`config.mk`:
```
export PLATFORM = sky130hd
export DESIGN_NAME = seq_subtractor_flat
export DESIGN_NICKNAME = d
export VERILOG_FILES = /design/src/rtl/seq_subtractor_if.sv /design/src/rtl/seq_subtractor.sv /design/src/flat_wrapper.sv
export SDC_FILE = /design/constraint.sdc
export NUM_CORES = 1
export LEC_CHECK = 0
export ABC_AREA = 1
export ABC_CLOCK_PERIOD_IN_PS = 3500
export CAP_MARGIN = 5
export CORE_ASPECT_RATIO = 0.9
export CORE_MARGIN = 10
export CORE_UTILIZATION = 55
export CTS_CLUSTER_SIZE = 30
export DETAILED_ROUTE_END_ITERATION = 6
export DONT_BUFFER_PORTS = 1
export MAX_ROUTING_LAYER = met4
export PLACE_DENSITY = 0.73
export SYNTH_ARGS = -nofsm -noshare
export SYNTH_HDL_FRONTEND = slang
export SYNTH_SLANG_ARGS = --single-unit
```
`constraint.sdc`:
```
create_clock -name clk_in -period 3.5 [get_ports clk_in]
set_input_delay 0.7 -clock clk_in [delete_from_list [all_inputs] [get_ports clk_in]]
set_output_delay 0.7 -clock clk_in [all_outputs]
set_load 0.1 [all_outputs]
```
`src/rtl/seq_subtractor_if.sv`:
```
// ============================================================================
// Module   : seq_subtractor_if
// Brief    : Operand/result handshake bundle for the sequential subtractor.
//            "master" is the side that issues operands and consumes results;
//            "slave" is the subtractor itself.
// Revision : 1.0 - initial release
// ============================================================================
`default_nettype none

interface seq_subtractor_if #(
  parameter int W = 32
);
  logic         in_valid;
  logic         in_ready;
  logic [W-1:0] a_in;
  logic [W-1:0] b_in;
  logic         borrow_in;
  logic         out_valid;
  logic         out_ready;
  logic [W-1:0] diff_out;
  logic         borrow_out;
  logic         zero_out;
  logic         ovf_out;

  modport master (
    output in_valid, a_in, b_in, borrow_in, out_ready,
    input  in_ready, out_valid, diff_out, borrow_out, zero_out, ovf_out
  );

  modport slave (
    input  in_valid, a_in, b_in, borrow_in, out_ready,
    output in_ready, out_valid, diff_out, borrow_out, zero_out, ovf_out
  );
endinterface

`default_nettype wire

```
`src/rtl/seq_subtractor.sv`:
```
// ============================================================================
// Module   : seq_subtractor
// Brief    : Multi-cycle subtractor, diff = a - b - borrow_in. One chunk of
//            DATA_WIDTH bits is processed per cycle, LSB chunk first, with a
//            registered carry (inverted borrow) chained between chunks.
//            One operation in flight; valid/ready on both sides.
// Revision : 1.0 - initial release
// ============================================================================
`default_nettype none

module seq_subtractor #(
  parameter int DATA_WIDTH = 8,
  parameter int NUM_CHUNKS = 4
) (
  input  wire logic      clk_in,
  input  wire logic      rst_in,
  seq_subtractor_if.slave bus
);

  localparam int W     = DATA_WIDTH * NUM_CHUNKS;
  localparam int CNT_W = (NUM_CHUNKS > 1) ? $clog2(NUM_CHUNKS) : 1;
  localparam logic [CNT_W-1:0] C_LAST_CHUNK = CNT_W'(NUM_CHUNKS - 1);

  typedef enum logic [1:0] {
    S_IDLE = 2'd0,
    S_RUN  = 2'd1,
    S_DONE = 2'd2
  } state_t;

  state_t               state_q, state_d;
  logic [CNT_W-1:0]     cnt_q, cnt_d;
  logic [W-1:0]         a_q, a_d;
  logic [W-1:0]         b_q, b_d;
  logic                 carry_q, carry_d;
  logic [W-1:0]         diff_q, diff_d;
  logic                 borrow_q, borrow_d;
  logic                 zero_q, zero_d;
  logic                 ovf_q, ovf_d;

  logic [DATA_WIDTH-1:0] w_a_chunk;
  logic [DATA_WIDTH-1:0] w_b_chunk;
  logic [DATA_WIDTH:0]   w_sum;
  logic [W-1:0]          w_diff_ins;

  // Chunk datapath: select the current chunk, add a + ~b + carry and splice
  // the result into the running difference at the current chunk slot.
  always_comb begin
    w_a_chunk  = '0;
    w_b_chunk  = '0;
    w_diff_ins = diff_q;
    for (int i = 0; i < NUM_CHUNKS; i++) begin
      if (cnt_q == CNT_W'(i)) begin
        w_a_chunk = a_q[i*DATA_WIDTH +: DATA_WIDTH];
        w_b_chunk = b_q[i*DATA_WIDTH +: DATA_WIDTH];
      end
    end
    w_sum = {1'b0, w_a_chunk} + {1'b0, ~w_b_chunk} + {{DATA_WIDTH{1'b0}}, carry_q};
    for (int i = 0; i < NUM_CHUNKS; i++) begin
      if (cnt_q == CNT_W'(i)) begin
        w_diff_ins[i*DATA_WIDTH +: DATA_WIDTH] = w_sum[DATA_WIDTH-1:0];
      end
    end
  end

  // Next-state and register-update logic for the IDLE/RUN/DONE sequence.
  always_comb begin
    state_d  = state_q;
    cnt_d    = cnt_q;
    a_d      = a_q;
    b_d      = b_q;
    carry_d  = carry_q;
    diff_d   = diff_q;
    borrow_d = borrow_q;
    zero_d   = zero_q;
    ovf_d    = ovf_q;
    case (state_q)
      S_IDLE: begin
        if (bus.in_valid) begin
          a_d     = bus.a_in;
          b_d     = bus.b_in;
          // carry-in of the a + ~b + 1 form; an incoming borrow drops the +1
          carry_d = ~bus.borrow_in;
          cnt_d   = '0;
          state_d = S_RUN;
        end
      end
      S_RUN: begin
        diff_d  = w_diff_ins;
        carry_d = w_sum[DATA_WIDTH];
        cnt_d   = cnt_q + 1'b1;
        if (cnt_q == C_LAST_CHUNK) begin
          cnt_d    = '0;
          state_d  = S_DONE;
          borrow_d = ~w_sum[DATA_WIDTH];
          zero_d   = (w_diff_ins == '0);
          ovf_d    = (a_q[W-1] != b_q[W-1]) & (w_diff_ins[W-1] != a_q[W-1]);
        end
      end
      S_DONE: begin
        if (bus.out_ready) begin
          state_d = S_IDLE;
        end
      end
      default: state_d = S_IDLE;
    endcase
  end

  // State and datapath registers; reset aborts any in-flight operation.
  always_ff @(posedge clk_in or posedge rst_in) begin
    if (rst_in) begin
      state_q  <= S_IDLE;
      cnt_q    <= '0;
      a_q      <= '0;
      b_q      <= '0;
      carry_q  <= 1'b0;
      diff_q   <= '0;
      borrow_q <= 1'b0;
      zero_q   <= 1'b0;
      ovf_q    <= 1'b0;
    end else begin
      state_q  <= state_d;
      cnt_q    <= cnt_d;
      a_q      <= a_d;
      b_q      <= b_d;
      carry_q  <= carry_d;
      diff_q   <= diff_d;
      borrow_q <= borrow_d;
      zero_q   <= zero_d;
      ovf_q    <= ovf_d;
    end
  end

  assign bus.in_ready   = (state_q == S_IDLE) & ~rst_in;
  assign bus.out_valid  = (state_q == S_DONE);
  assign bus.diff_out   = diff_q;
  assign bus.borrow_out = borrow_q;
  assign bus.zero_out   = zero_q;
  assign bus.ovf_out    = ovf_q;

endmodule

`default_nettype wire

```
`src/flat_wrapper.sv`:
```
// flat-port wrapper written by rule: the top's interface ports become plain ports
module seq_subtractor_flat 
#(
  parameter int DATA_WIDTH = 8,
  parameter int NUM_CHUNKS = 4
)
  (clk_in, rst_in, bus_in_valid, bus_a_in, bus_b_in, bus_borrow_in, bus_out_ready, bus_in_ready, bus_out_valid, bus_diff_out, bus_borrow_out, bus_zero_out, bus_ovf_out);
  seq_subtractor_if #(.W(((8) * (4)))) bus_i ();
  input  wire logic clk_in;
  input  wire logic rst_in;
  input wire logic [$bits(bus_i.in_valid)-1:0] bus_in_valid;
  input wire logic [$bits(bus_i.a_in)-1:0] bus_a_in;
  input wire logic [$bits(bus_i.b_in)-1:0] bus_b_in;
  input wire logic [$bits(bus_i.borrow_in)-1:0] bus_borrow_in;
  input wire logic [$bits(bus_i.out_ready)-1:0] bus_out_ready;
  output wire logic [$bits(bus_i.in_ready)-1:0] bus_in_ready;
  output wire logic [$bits(bus_i.out_valid)-1:0] bus_out_valid;
  output wire logic [$bits(bus_i.diff_out)-1:0] bus_diff_out;
  output wire logic [$bits(bus_i.borrow_out)-1:0] bus_borrow_out;
  output wire logic [$bits(bus_i.zero_out)-1:0] bus_zero_out;
  output wire logic [$bits(bus_i.ovf_out)-1:0] bus_ovf_out;
  assign bus_i.in_valid = bus_in_valid;
  assign bus_i.a_in = bus_a_in;
  assign bus_i.b_in = bus_b_in;
  assign bus_i.borrow_in = bus_borrow_in;
  assign bus_i.out_ready = bus_out_ready;
  assign bus_in_ready = bus_i.in_ready;
  assign bus_out_valid = bus_i.out_valid;
  assign bus_diff_out = bus_i.diff_out;
  assign bus_borrow_out = bus_i.borrow_out;
  assign bus_zero_out = bus_i.zero_out;
  assign bus_ovf_out = bus_i.ovf_out;
  seq_subtractor #(.DATA_WIDTH(DATA_WIDTH), .NUM_CHUNKS(NUM_CHUNKS)) u_core (.clk_in(clk_in), .rst_in(rst_in), .bus(bus_i));
endmodule
```
## Word level (Yosys, flattened, before mapping)

Cells that the tools add are included.

| word-level totals | value |
|---|---|
| flip-flop bits (word level) | 104 |
| input bits | 69 |
| output and inout bits | 37 |
| word-level logic and storage cells | 57 |

| cells by class | value |
|---|---|
| $add $sub $neg | 3 |
| eq/ne operators | 10 |
| mux-type cells | 21 |
| bitwise gates (word level) | 6 |
| reduce and logical (&&, ||, !) cells | 8 |

Operators by type and width:

| cell | number |
|---|---|
| 2-to-1 mux 8 bit | 12 |
| zero test 32 bit | 1 |
| 2-to-1 mux 2 bit | 5 |
| adder 8 x 8 -> 9 bit | 1 |
| adder 9 x 1 -> 9 bit | 1 |
| NOT 8 bit | 1 |
| equality test 2 bit (second input constant) | 3 |
| case mux 2 bit (3 select lines) | 1 |
| AND reduction 2 bit | 3 |
| equality test 2 x 1 -> 1 bit (second input constant) | 2 |
| zero test 2 bit | 2 |
| inequality test 2 bit (second input constant) | 2 |
| case mux 2 bit (2 select lines) | 1 |
| NOT 1 bit | 3 |
| AND reduction 3 bit | 1 |
| adder 2 x 1 -> 2 bit (second input constant) | 1 |
| AND 1 bit | 2 |
| inequality test 1 bit | 2 |
| inequality test 2 x 1 -> 1 bit (second input constant) | 1 |
| case mux 1 bit (2 select lines) | 1 |
| nonzero test 2 bit | 1 |
| 2-to-1 mux 1 bit | 1 |

## Logic depth before layout (Yosys ltp)

| logic depth | value |
|---|---|
| word-level depth | 11 |
| depth in mapped cells | 24 |
| gate-level depth less buffers | 23 |

## Least setup slack after synthesis

No wires, ideal clock.

| timing path | value |
|---|---|
| kind | input to output |
| start point | input port rst_in |
| end point | output port bus_in_ready |
| data arrival time | 2727 ps |
| required time | 2800 ps |
| setup slack | 73 ps |
| stages on the path | 1 |
| buffers on the path | 0 |
| cells stage by stage | nor3_1 |

| on the way | value |
|---|---|
| cells in the longest elaborated chain, start to end | 2 |

RTL lines:

| what | RTL line | text |
|---|---|---|
| start, declared | flat_wrapper.sv:10 | `input wire logic rst_in;` |
| NOT 1 bit | seq_subtractor.sv:133 | `assign bus.in_ready = (state_q == S_IDLE) & ~rst_in;` |
| AND 1 bit | seq_subtractor.sv:133 |  |
| end, declared | flat_wrapper.sv:16 | `output wire logic [$bits(bus_i.in_ready)-1:0] bus_in_ready;` |

Every way passes these cells.

## Worst setup path in the final report

| timing path | value |
|---|---|
| start point | register u_core.cnt_q[1] |
| end point | register u_core.zero_q, in the netlist u_core.bus.zero_out |

| on the way | value |
|---|---|
| cells in the longest elaborated chain, start to end | 10 |
| elaborated cells between the ends (all ways) | 21 |
| classes of those cells | 2 x add/sub; 3 x eq/ne; 12 x mux; 1 x bitwise; 3 x reduce/logical |

RTL lines:

| what | RTL line | text |
|---|---|---|
| start, declared | seq_subtractor.sv:31 | `logic [CNT_W-1:0] cnt_q, cnt_d;` |
| start signal, assigned | seq_subtractor.sv:122 | `cnt_q <= cnt_d;` |
| zero test 2 bit | seq_subtractor.sv:52, seq_subtractor.sv:59 |  |
| 2-to-1 mux 8 bit (4 in series) | seq_subtractor.sv:52 | `if (cnt_q == CNT_W'(i)) begin` |
| NOT 8 bit | seq_subtractor.sv:57 | `w_sum = {1'b0, w_a_chunk} + {1'b0, ~w_b_chunk} + {{DATA_WIDTH{1'b0}}, carry_q};` |
| adder 8 x 8 -> 9 bit | seq_subtractor.sv:57 |  |
| adder 9 x 1 -> 9 bit | seq_subtractor.sv:57 |  |
| 2-to-1 mux 8 bit | seq_subtractor.sv:59 | `if (cnt_q == CNT_W'(i)) begin` |
| zero test 32 bit | seq_subtractor.sv:95 | `zero_d = (w_diff_ins == '0);` |
| end signal, assigned | seq_subtractor.sv:128 | `zero_q <= zero_d;` |
| end, declared | seq_subtractor.sv:37 | `logic zero_q, zero_d;` |

Several ways; a longest one is shown, not always the timed one.
A chain may end at the register's enable or synchronous reset.

==> results.py <==
metrics = {
    "cts": {
        "clk_pin_slew_ns": 0.11,
        "hold_buffers": 0,
        "cts_tree": "built",
        "clkLatencyLatePin_ns": 0.38,
        "cts_made_buffers": 9,
        "cts-root-buf": "clkbuf_8",
        "htree_levels": 3,
        "clock_path_buffers": 2,
        "clkSinkCount": 104,
    },
    "status": {
        "status": "complete, no violations",
    },
    "logic_synthesis": {
        "syn_area_per_cell_um2": 8.842,
        "synth-edff-count": 0,
        "synth_fp_nets": 678,
        "synthCells": 596,
        "synth-async-reset-ratio_pct": 100.0,
        "ys.flop_type": "dfrtp_1",
        "netlist_area_um2": 5270,
        "yosys.area.top_type": "dfrtp_1",
        "yosysMostFrequentCell": "nand2_1",
        "synthTopCellsByArea": "dfrtp_1 (49%), mux2_2 (9.6%), nand2_1 (8.8%)",
        "synth_common_cells": "nand2_1 (123), dfrtp_1 (104), o21ai_0 (66), inv_1 (49), nor2_1 (47)",
        "synth.top_cell.area_share_pct": 49.38,
        "yosysSeqAreaShare_pct": 49.38,
        "ys_types": 32,
        "ys_seq_elements": 104,
        "yosys_warnings": 0,
    },
    "placement": {
        "io_buffers": 0,
        "dp_hpwl_um": 9908,
        "globalplace.congestion": 0.9049,
        "placed_cell_area_um2": 5478,
    },
    "sta": {
        "slew_headroom_pct": 33.12,
        "fmax_mhz": 307.1,
        "setup_viol": 0,
        "slew_viol_final": 0,
        "finalCriticalPeriod_ns": 3.257,
        "hold_ws_ns": 0.2335,
        "worstMarginPinSlew_ns": 1.003,
        "fin_tns_setup_ns": 0,
        "finalHoldViolations": 0,
        "period_share_pct": 93.05,
        "finalClockSkew_ns": 0.01246,
    },
    "finish": {
        "design_area_um2": 5763,
        "fin_util_pct": 62.31,
        "area_growth_pct": 9.354,
        "nets": 686,
        "drive_above_1_share_pct": 19.70,
    },
    "worst_setup_path": {
        "crit_arrival_ns": 3.58,
        "path_cells": "inv_1 -> ha_2 -> buf_6 -> a21oi_1 -> o21ai_0 -> o211ai_1 -> o21ai_1 -> fa_2 -> fa_1 -> nand2_1 -> nand2_1 -> nand3_1 -> nand3_1 -> nand2_1 -> nand2_1 -> nor2_1 -> nand3_1 -> nor2_1 -> nand2_1 -> nand2_1",
        "cp_slowest_stage_delay_ns": 0.44,
        "cp_common_cell": "nand2_1",
        "cp_max_fo": 16,
        "r2r_end": "u_core.bus.zero_out",
        "reg2reg_depth": 20,
        "critical_path.top_delay_family": "adder cells",
        "regToRegSetupSlack_ns": 0.24,
        "critPathBufInv": 2,
        "crit_cells": 20,
        "critPathKind": "flop to flop",
        "crit_required_ns": 3.82,
        "cp-start-kind": "flop",
        "slowest_stage": "fa_1",
        "end_kind": "flop",
        "worst_r2r_startpoint": "u_core.cnt_q[1]",
    },
    "global_route": {
        "grt_pass1_wl_um": 20580,
        "grt_pass1_vias": 3975,
        "antenna_found_initial": 1,
        "grt_max_degree": 87,
        "grt_overflow": 0,
        "grtUsageTotal_pct": 19.07,
    },
    "floorplanning": {
        "core_um2": 9249,
        "io_pins": 106,
        "start_util_pct": 56.98,
        "rows": 33,
        "fp.dieH_um": 112.9,
        "dieArea_um2": 13900,
        "die_w_um": 123.2,
    },
    "drt": {
        "num_vias": 4125,
        "final_antenna_net_count": 0,
        "via_per_inst": 5.635,
        "wl_per_cell_um": 18.02,
        "first_pass_iters": 5,
        "route.detailed.drc": 0,
        "wl_um": 13190,
        "drt_iter0_drc": 318,
    },
    "run": {
        "max_cap_violations": 0,
    },
    "min_path": {
        "min-delay-path-class": "primary input to asynchronous set/reset pin",
    },
}
==> state kept, by name, summed over array words and instances, names as in the netlist <==
register / cells
u_core.bus.ovf_out: 1
u_core.bus.diff_out: 32
u_core.bus.zero_out: 1
u_core.carry_q: 1
u_core.cnt_q: 2
u_core.b_q: 32
u_core.a_q: 32
u_core.bus.borrow_out: 1
u_core.state_q: 2
==> worst max path at each step <==
| stage | startpoint | slack [ns] | endpoint |
|---|---|---|---|
| final | u_core.cnt_q[1] | 0.24 | u_core.bus.zero_out |
| after CTS | u_core.cnt_q[0] | 0.03 | u_core.bus.zero_out |
| after detailed placement | u_core.cnt_q[0] | 0.07 | u_core.bus.zero_out |
| after global placement | u_core.cnt_q[0] | 0.20 | u_core.bus.zero_out |
| after floorplan | rst_in | 0.07 | u_core.a_q[0] |
| after global routing | u_core.cnt_q[1] | -0.02 | u_core.bus.zero_out |
==> placed cells by master, fill, tap and decap left out, types with 4 or more instances in the layout <==
cell and instances:
a21oi_1 42, a31oi_1 6, buf_4 21, clkbuf_8 9, clkinvlp_4 4, dfrtp_1 103
ha_1 8, inv_1 46, mux2_2 45, nand2_1 121, nand2_2 8, nand3_1 30
nor2_1 46, o211ai_1 10, o21ai_0 64, or2_2 7
==> routing by layer <==
| layer | up-vias | track usage [%] | wire, um |
|---|---|---|---|
| li1 | 1998 | - | - |
| met1 | 1967 | 24.90 | 5866 |
| met2 | 144 | 28.71 | 6131 |
| met3 | 16 | 4.920 | 992 |
| met4 | 0 | 5.431 | 202 |
| met5 | - | - | 0 |
==> through the flow <==
stage	std cells	setup slack, ns
6_report	732	0.2433
5_1_grt	732	-0.01730
4_1_cts	726	0.03372
3_5_place_dp	710	0.07407
3_3_place_gp	710	0.2008
2_1_floorplan	596	0.06781
==> area by class of cell <==
type,instances,area [um2]
antenna,1,2.502
clock buffer,9,123.9
clock inverter,7,65.06
fill,783,3486
inverter,52,201.4
multi-input combinational,411,2375
sequential,104,2604
tap,122,152.6
timing repair buffer,26,239.0
==> worst register-to-register path, delay by kind of cell (launching register included) <==
kind / cells / cell delay (ns)
AO/OA/AOI/OAI: 4 / 0.45
AND/OR/NAND/NOR: 11 / 1.03
adder cells (fa/ha/maj): 3 / 1.05
flip-flops: 1 / 0.41
buffers and inverters: 2 / 0.27
==> cells by family after synthesis <==
family                   Yosys count  share of synthesized area, %
AND/OR/NAND/NOR                  220                         17.38
AO/OA/AOI/OAI                    133                         13.89
flip-flops                       104                         49.38
buffers and inverters             81                         6.363
multiplexers                      45                         9.615
adder cells (fa/ha/maj)           13                         3.371
==> what timing repair did <==
| action | CTS | global route |
|---|---|---|
| setup buffers | 0 | 5 |
| gates resized for setup | 0 | 16 |
| setup endpoints to repair | 0 | 5 |
Power is not shown: default switching activity piles up to over one toggle a cycle in this logic, so the estimate is an artifact.
